<file path="src/rtl/event_prio_encoder_pkg.sv">
// Shared constants for the event priority encoder slice.
package event_prio_encoder_pkg;

  localparam int unsigned PRIO_FIXED = 0;
  localparam int unsigned PRIO_RR    = 1;

endpackage

</file>
<file path="src/rtl/event_prio_encoder_prio_sel.sv">
// Combinational find-first-set over N request bits, searching upward from
// i_start and wrapping to the lowest set bit when nothing lies at or above it.
module prio_sel #(
  parameter  int unsigned N = 8,
  localparam int unsigned W = $clog2(N)
) (
  input  logic [N-1:0] i_req,
  input  logic [W-1:0] i_start,
  output logic [W-1:0] o_idx,
  output logic         o_found
);

  logic [W-1:0] w_hi_idx;
  logic [W-1:0] w_lo_idx;
  logic         w_hi_found;
  logic         w_lo_found;

  // The wrap search is split into "lowest set bit at or above start" and
  // "lowest set bit overall"; the latter is the wrapped result.
  always_comb begin
    w_hi_idx   = '0;
    w_lo_idx   = '0;
    w_hi_found = 1'b0;
    w_lo_found = 1'b0;
    for (int unsigned i = 0; i < N; i++) begin
      if (i_req[i] && !w_lo_found) begin
        w_lo_idx   = W'(i);
        w_lo_found = 1'b1;
      end
      if (i_req[i] && !w_hi_found && (W'(i) >= i_start)) begin
        w_hi_idx   = W'(i);
        w_hi_found = 1'b1;
      end
    end
    o_found = w_lo_found;
    o_idx   = w_hi_found ? w_hi_idx : w_lo_idx;
  end

endmodule

</file>
<file path="src/rtl/event_prio_encoder.sv">
// Registered N-to-log2(N) event encoder: captures one-cycle request pulses,
// arbitrates (fixed or round-robin) and issues one index per valid/ready transfer.
module event_prio_encoder
  import event_prio_encoder_pkg::*;
#(
  parameter  int unsigned N  = 8,
  parameter  int unsigned RR = PRIO_FIXED,
  localparam int unsigned W  = $clog2(N)
) (
  input  logic         clk,
  input  logic         rst,
  input  logic [N-1:0] req_in,
  input  logic         clear_all,
  output logic [W-1:0] out_idx,
  output logic         out_valid,
  input  logic         out_ready,
  output logic [N-1:0] pending,
  output logic         overflow
);

  logic [N-1:0] r_pending;
  logic [W-1:0] r_idx;
  logic         r_valid;
  logic [W-1:0] r_ptr;
  logic         r_overflow;

  logic [N-1:0] w_cand;
  logic [N-1:0] w_take;
  logic [W-1:0] w_start;
  logic [W-1:0] w_sel;
  logic [W-1:0] w_next_ptr;
  logic         w_found;
  logic         w_load;
  logic         w_dup;

  assign w_cand     = r_pending | req_in;
  assign w_start    = (RR == PRIO_RR) ? r_ptr : '0;
  assign w_load     = !r_valid || out_ready;
  assign w_dup      = |(req_in & r_pending);
  assign w_next_ptr = (w_sel == W'(N - 1)) ? '0 : w_sel + W'(1);

  prio_sel #(
    .N (N)
  ) u_sel (
    .i_req   (w_cand),
    .i_start (w_start),
    .o_idx   (w_sel),
    .o_found (w_found)
  );

  // A bit leaves the pending set the moment it enters the output register.
  always_comb begin
    w_take = '0;
    if (w_load && w_found) begin
      w_take[w_sel] = 1'b1;
    end
  end

  always_ff @(posedge clk) begin
    if (rst) begin
      r_pending  <= '0;
      r_idx      <= '0;
      r_valid    <= 1'b0;
      r_ptr      <= '0;
      r_overflow <= 1'b0;
    end else if (clear_all) begin
      r_pending  <= '0;
      r_valid    <= 1'b0;
      r_ptr      <= '0;
      r_overflow <= 1'b0;
    end else begin
      r_pending  <= w_cand & ~w_take;
      r_overflow <= r_overflow | w_dup;
      if (w_load) begin
        r_valid <= w_found;
        if (w_found) begin
          r_idx <= w_sel;
          r_ptr <= w_next_ptr;
        end
      end
    end
  end

  assign out_idx   = r_idx;
  assign out_valid = r_valid;
  assign pending   = r_pending;
  assign overflow  = r_overflow;

endmodule
</file>
<file path="config.mk">
export PLATFORM = sky130hd
export DESIGN_NAME = event_prio_encoder
export DESIGN_NICKNAME = d
export VERILOG_FILES = /design/src/rtl/event_prio_encoder_pkg.sv /design/src/rtl/event_prio_encoder_prio_sel.sv /design/src/rtl/event_prio_encoder.sv
export SDC_FILE = /design/constraint.sdc
export NUM_CORES = 1
export LEC_CHECK = 0
export CORE_MARGIN = 3
export CORE_UTILIZATION = 25
export CTS_CLUSTER_DIAMETER = 60
export DETAILED_ROUTE_END_ITERATION = 16
export HOLD_SLACK_MARGIN = 0.06
export PLACE_DENSITY = 0.56
export SETUP_SLACK_MARGIN = 0.2
export SYNTH_ARGS = -nofsm -noshare
export SYNTH_HDL_FRONTEND = slang
export SYNTH_SLANG_ARGS = --single-unit
</file>
<file path="constraint.sdc">
create_clock -name clk -period 2 [get_ports clk]
set_input_delay 0.2 -clock clk [delete_from_list [all_inputs] [get_ports clk]]
set_output_delay 0.2 -clock clk [all_outputs]
set_load 0.05 [all_outputs]
</file>
==> results of run 1 <==
-- through the flow --
step | setup slack [ns] | std cells | util (%) | area [um2] | power [mW]
2_1_floorplan | 0.275 | 68 | - | 648 | 0.393
4_1_cts | 0.212 | 127 | 41.7 | 975 | 0.643
3_5_place_dp | 0.128 | 123 | 40.6 | 950 | 0.471
3_3_place_gp | 0.159 | 123 | 40.6 | 950 | 0.473
6_report | 0.246 | 127 | 42.0 | 982 | 0.633
5_1_grt | 0.203 | 127 | 42.0 | 982 | 0.663
-- timing repair --
action / in CTS / in global routing
endpoints found under the setup margin: 1 / 3
pin swaps: 0 / 0
gates resized for setup: 1 / 3
cloned: 0 / 0
endpoints found under the hold margin: 0 / 0
-- power by group through the flow --
stage	registers (mW)	logic [mW]	clock network, mW
floorplan	0.339	0.0539	0
global placement	0.292	0.180	0
detailed placement	0.293	0.179	0
CTS	0.287	0.179	0.178
global route	0.289	0.190	0.184
finish	0.287	0.178	0.169
-- cells by family after synthesis --
group / synth area share (%)
AND/OR/NAND/NOR: 30.7
AO/OA/AOI/OAI: 28.6
flip-flops: 40.2
buffers and inverters: 0.579
-- worst reg2reg max path: stages, from the launching register on --
cell	delay, ns
dfxtp_1	0.38
nor4_4	0.40
nand4b_1	0.27
o221a_1	0.21
a311oi_1	0.24
-- worst max-delay path by stage --
stage | endpoint | slack [ns] | cells after the start
after floorplan | out_idx[0] | 0.27 | 4
after global placement | out_idx[0] | 0.16 | 5
after detailed placement | out_idx[0] | 0.13 | 5
after CTS | pending[0] | 0.21 | 1
after global routing | pending[4] | 0.20 | 1
final | pending[1] | 0.25 | 1
-- area by class of cell --
cell class / count / area share [%]
Sequential cell: 13 / 26.5
Multi-Input combinational cell: 54 / 39.1
Tap cell: 28 / 3.57
Clock buffer: 4 / 2.68
Timing Repair Buffer: 28 / 28.2
-- synth_stat cells, drive strengths merged --
| cell type | count |
|---|---|
| dfxtp | 13 |
| nor3 | 1 |
| nand4b | 1 |
| o21ai | 2 |
| a21oi | 5 |
| nor2b | 1 |
| a22o | 1 |
| nand4 | 2 |
| and3 | 1 |
| a311oi | 3 |
| nor4 | 4 |
| clkbuf | 1 |
| nand2 | 5 |
| nor2 | 9 |
| o221a | 1 |
| nand2b | 1 |
| o21a | 2 |
| a221oi | 1 |
| a31oi | 1 |
| o31a | 1 |
| a222oi | 1 |
| o221ai | 1 |
| or2 | 2 |
| and2 | 2 |
| a211oi | 6 |
-- flip-flops by register name (all words and copies together) (netlist names) --
name       count
pending        8
out_idx        3
out_valid      1
overflow       1
-- placed cells by master, fill, tap and decap left out --
| cell | instances |
|---|---|
| a311oi_1 | 3 |
| nand4_1 | 1 |
| clkbuf_4 | 3 |
| nor3_1 | 1 |
| nor2b_1 | 1 |
| o221ai_1 | 1 |
| o31a_2 | 1 |
| nor2_1 | 9 |
| a31oi_1 | 1 |
| o21a_1 | 2 |
| a21oi_1 | 5 |
| dfxtp_1 | 13 |
| nand4_2 | 1 |
| nor4_4 | 3 |
| clkdlybuf4s50_1 | 20 |
| or2_2 | 1 |
| a221oi_1 | 1 |
| a222oi_1 | 1 |
| nand2_1 | 5 |
| o21ai_1 | 2 |
| o221a_1 | 1 |
| nor4_1 | 1 |
| nand2b_1 | 1 |
| and2_1 | 2 |
| buf_4 | 4 |
| dlymetal6s2s_1 | 3 |
| a22o_1 | 1 |
| and3_1 | 1 |
| a211oi_1 | 6 |
| clkbuf_1 | 1 |
| nand4b_1 | 1 |
| or2_1 | 1 |
| dlygate4sd2_1 | 1 |
-- layer usage --
layer	routed length [um]	up-vias
met5	0	-
li1	-	336
met3	80	2
met1	856	325
met4	26	0
met2	855	19
==> impl_metrics.env, run 1 <==
export IMPL_drt_vias_per_instance=5.37
export IMPL_pin_count=25
export IMPL_multi_input_area_um2=384
export IMPL_max_stage_delay_ns=0.84
export IMPL_cts_max_path_buffers=2
export IMPL_intPower_uw=424
export IMPL_routedWlPerCell_um=14.3
export IMPL_worst_skew_pair_late_latency_ns=0.29
export IMPL_grt_pass1_vias=677
export IMPL_cts_root_buf="clkbuf_4"
export IMPL_start_kind="register"
export IMPL_p_switching_uw=209
export IMPL_die_x_um=56.9
export IMPL_ys_seq_area_share_pct=40.2
export IMPL_vdd_drop_max_mv=0.308
export IMPL_final_seq_area_um2=260
export IMPL_antenna_found_initial=0
export IMPL_ys_seq_elements=13
export IMPL_clockPowerShare_pct=26.6
export IMPL_cap_violations=0
export IMPL_grt_max_degree=11
export IMPL_slowest_stage="clkdlybuf4s50_1"
export IMPL_grt_pass1_wl_mm=3.13
export IMPL_path_buf_inv=1
export IMPL_comb_power_share_pct=28.1
export IMPL_r2r_slack_ns=0.42
export IMPL_hold_path_depth=2
export IMPL_cts_tree="built"
export IMPL_yosys_warnings=0
export IMPL_drtPass1Iterations=5
export IMPL_post_cts_buffers=0
export IMPL_finalCriticalPeriod_ns=1.75
export IMPL_rsz0062_at_grt="no"
export IMPL_switching_share_pct=33.1
export IMPL_whs_ns=0.518
export IMPL_fillerInstances=244
export IMPL_r2r_end="out_idx[0]"
export IMPL_worstMarginPinSlew_ns=0.500
export IMPL_drc_errors=0
export IMPL_path_cells="clkdlybuf4s50_1"
export IMPL_reg2reg_from="pending[2]"
export IMPL_grt_busiest_layer="met2"
export IMPL_skew_ns=0.00924
export IMPL_seqPwrFrac_pct=45.2
export IMPL_crit_family="buffers and inverters"
export IMPL_gp_congestion=0.846
export IMPL_crit_type="reg2out"
export IMPL_port_buffers=24
export IMPL_synth_distinct_cells=28
export IMPL_gr_total_overflow=0
export IMPL_reg2regPathDepth=4
export IMPL_num_vias=682
export IMPL_syn2layout_area_growth_pct=51.5
export IMPL_fmax_mhz=570
export IMPL_worst_path_max_fanout=4
export IMPL_slew_viol_final=0
export IMPL_power_density_nw_per_um2=645
export IMPL_min_from="out_idx[2]"
export IMPL_hpwlAfterDp_mm=1.42
export IMPL_wirelength_mm=1.82
export IMPL_hold_viol=0
export IMPL_ant_nets=0
export IMPL_required_ns=1.80
export IMPL_crit_start="pending[1]"
export IMPL_drt_iter0_markers=12
export IMPL_htree_levels=1
export IMPL_dieArea_um2=3240
export IMPL_drive_gt1_share_pct=13.1
export IMPL_cts_buffers=3
export IMPL_fin_nets=112
export IMPL_status="finished clean"
export IMPL_clkTransAtPathRegs_ns=0.09
export IMPL_cts_hold_buf=0
export IMPL_holdPathEnd="out_idx[2]"
export IMPL_die_y_um=56.9
export IMPL_min_path_type="reg2reg"
export IMPL_end_kind="primary output"
export IMPL_cts_num_sinks=13
export IMPL_syn_avg_cell_area_um2=9.53
export IMPL_slew_headroom_pct=66.5
export IMPL_met3_usage_pct=2.53
export IMPL_min_period_over_period_pct=87.7
export IMPL_initial_core_util_pct=27.7
export IMPL_met1_usage_pct=15.5
export IMPL_antenna_cells=0
export IMPL_use_met2_pct=18.9
export IMPL_fp_row_count=17
export IMPL_synthCells=68
export IMPL_fin_setup_tns_ns=0
export IMPL_syn_area_um2=648
export IMPL_grt_usage_pct=12.2
export IMPL_synth_area_leaders="dfxtp_1 40%, nor4_4 9.8%, a211oi_1 6.9%"
export IMPL_core_um2=2340
export IMPL_syn_nets=80
export IMPL_setup_viol=0
export IMPL_synth_top_area_share_pct=40.2
export IMPL_synth_largest_area_cell="dfxtp_1"
export IMPL_crit_arrival_ns=1.55
export IMPL_power_leakage_nw=0.387
Note: power is estimated with default switching activity, not from simulation.
==> run 2, diff against run 1 <==
--- a/config.mk
+++ b/config.mk
@@ -5,12 +5,13 @@
 export SDC_FILE = /design/constraint.sdc
 export NUM_CORES = 1
 export LEC_CHECK = 0
+export ABC_AREA = 1
 export CORE_MARGIN = 3
 export CORE_UTILIZATION = 25
 export CTS_CLUSTER_DIAMETER = 60
 export DETAILED_ROUTE_END_ITERATION = 16
 export HOLD_SLACK_MARGIN = 0.06
-export PLACE_DENSITY = 0.56
+export PLACE_DENSITY = 0.54
 export SETUP_SLACK_MARGIN = 0.2
 export SYNTH_ARGS = -nofsm -noshare
 export SYNTH_HDL_FRONTEND = slang
==> impl_metrics.env, run 2 <==
export IMPL_status="finished clean"
export IMPL_initial_core_util_pct=26.5
export IMPL_fin_setup_tns_ns=0
export IMPL_die_x_um=60.3
export IMPL_ys_flop_type="dfxtp_1"
export IMPL_vdd_drop_max_mv=0.275
export IMPL_post_cts_buffers=0
export IMPL_reg2reg_from="pending[1]"
export IMPL_crit_family="buffers and inverters"
export IMPL_r2r_slack_ns=0.62
export IMPL_slowest_stage="clkdlybuf4s50_1"
export IMPL_power_density_nw_per_um2=596
export IMPL_slew_headroom_pct=66.8
export IMPL_drtPass1Iterations=4
export IMPL_final_common_cell="clkdlybuf4s50_1"
export IMPL_synth_distinct_cells=21
export IMPL_drt_vias_per_instance=4.41
export IMPL_routedWlPerCell_um=10.5
export IMPL_holdPathEnd="out_idx[1]"
export IMPL_cts_buffers=3
export IMPL_pin_count=25
export IMPL_dieArea_um2=3640
export IMPL_min_period_over_period_pct=85.2
export IMPL_path_cells="clkdlybuf4s50_1"
export IMPL_cts_hold_buf=0
export IMPL_fp_row_count=19
export IMPL_drive_gt1_share_pct=15.3
export IMPL_clkTransAtPathRegs_ns=0.08
export IMPL_crit_arrival_ns=1.50
export IMPL_hold_viol=0
export IMPL_gp_congestion=0.797
export IMPL_path_depth=1
export IMPL_syn_nets=115
export IMPL_fin_area_um2=1040
export IMPL_htree_levels=1
export IMPL_grt_max_degree=9
export IMPL_ys_seq_elements=13
export IMPL_start_kind="register"
export IMPL_dp_cells=158
export IMPL_skew_ns=0.00135
export IMPL_path_buf_inv=1
export IMPL_grt_pass1_wl_mm=2.97
export IMPL_fin_nets=144
export IMPL_synthCells=103
export IMPL_finalCriticalPeriod_ns=1.70
export IMPL_synth_top_area_share_pct=35.3
export IMPL_syn2layout_area_growth_pct=41.4
export IMPL_max_stage_delay_ns=0.83
export IMPL_cts_root_buf="clkbuf_4"
export IMPL_synth_most_common_cell="nor2_1"
export IMPL_cts_tree="built"
export IMPL_drt_iter0_markers=5
export IMPL_synth_largest_area_cell="dfxtp_1"
export IMPL_required_ns=1.80
export IMPL_die_y_um=60.3
export IMPL_worst_skew_pair_late_latency_ns=0.28
export IMPL_layout_common_cells="24 x clkdlybuf4s50_1, 20 x nor2_1, 16 x nand2_1"
export IMPL_dpl_worst_slack_ns=0.297
export IMPL_antenna_cells=0
export IMPL_setup_viol=0
export IMPL_ys_seq_area_share_pct=35.3
export IMPL_cts_num_sinks=13
export IMPL_place_area_um2=1020
export IMPL_grt_usage_pct=11.0
export IMPL_fin_ws_ns=0.295
export IMPL_num_vias=714
export IMPL_largest_reg_flops=8
export IMPL_grt_pass1_vias=692
export IMPL_worst_path_max_fanout=3
export IMPL_async_reset_ff_share_pct=0
export IMPL_rsz0062_at_grt="no"
export IMPL_cts_resized=0
export IMPL_wirelength_mm=1.69
export IMPL_crit_type="reg2out"
export IMPL_power_leakage_nw=0.470
export IMPL_fmax_mhz=587
export IMPL_syn_area_um2=738
export IMPL_syn_avg_cell_area_um2=7.17
export IMPL_end_kind="primary output"
export IMPL_slew_viol_final=0
export IMPL_yosys_warnings=0
export IMPL_gr_total_overflow=0
export IMPL_core_um2=2780
export IMPL_total_power_uw=622
export IMPL_cts_max_path_buffers=2
export IMPL_stdcell_count=162
export IMPL_antenna_found_initial=0
export IMPL_min_from="out_idx[1]"
export IMPL_worstMarginPinSlew_ns=0.496
export IMPL_ant_nets=0
export IMPL_drc_errors=0
export IMPL_hold_path_depth=2
export IMPL_synth_commonest_cells="20 x nor2_1, 16 x nand2_1, 13 x dfxtp_1, 13 x inv_1, 6 x o21ai_1"
export IMPL_port_buffers=24
export IMPL_hpwlAfterDp_mm=1.40
export IMPL_reg2regPathDepth=9
export IMPL_r2r_end="pending[6]"
export IMPL_cap_violations=0
export IMPL_synth_area_leaders="dfxtp_1 35%, nor2_1 10%, nand2_1 8.1%"
export IMPL_min_path_type="reg2reg"
export IMPL_synth_edf_count=0
[run 2: cell count changes in the layout (fill, tap and decap cells not counted), moves of 5 or more]
cell	change
nor2_2	+5
a211oi_1	-5
o21ai_0	+5
nand2_1	+11
inv_1	+13
nor2_1	+11
[run 2: power breakdown]
part | total, mW | switching (mW) | internal (mW)
Clock | 0.166 | 0.0888 | 0.0774
Combinational | 0.174 | 0.110 | 0.0648
Sequential | 0.282 | 0.0100 | 0.272
Total | 0.622 | 0.209 | 0.414
[run 2: through the flow]
step           hold slack, ns  utilization [%]
6_report                0.467             37.5
2_1_floorplan           0.269                -
3_3_place_gp            0.455             36.6
4_1_cts                 0.471             37.5
5_1_grt                 0.493             37.5
3_5_place_dp            0.458             36.6
[run 2: kinds of logic (layout without fill, tap and decap cells)]
family	after synthesis	after routing	synth area share, %
AOI/OAI and AO/OA	19	19	14.2
buffers and inverters	14	42	7.12
DFF	13	13	35.3
and+or+nand+nor	57	57	43.4
[run 2: layout make-up]
type                            instances  area [um2]
Clock buffer                            4        26.3
Fill cell                             315        1740
Inverter                               14        52.6
Multi-Input combinational cell         76         425
Sequential cell                        13         260
Tap cell                               31        38.8
Timing Repair Buffer                   24         240
[run 2: worst max-delay path by stage]
| stage | start | endpoint | slack, ns |
|---|---|---|---|
| after floorplan | pending[1] | pending[0] | 0.44 |
| after global placement | req_in[2] | pending[6] | 0.31 |
| after detailed placement | req_in[1] | pending[6] | 0.30 |
| after CTS | pending[4] | pending[4] | 0.29 |
| after global routing | pending[4] | pending[4] | 0.21 |
| final | pending[4] | pending[4] | 0.30 |
[run 2: metal layers]
metal	wire [um]	global-route usage (%)
met4	27	4.75
met5	0	0
met1	827	14.6
met3	121	3.40
met2	716	16.5
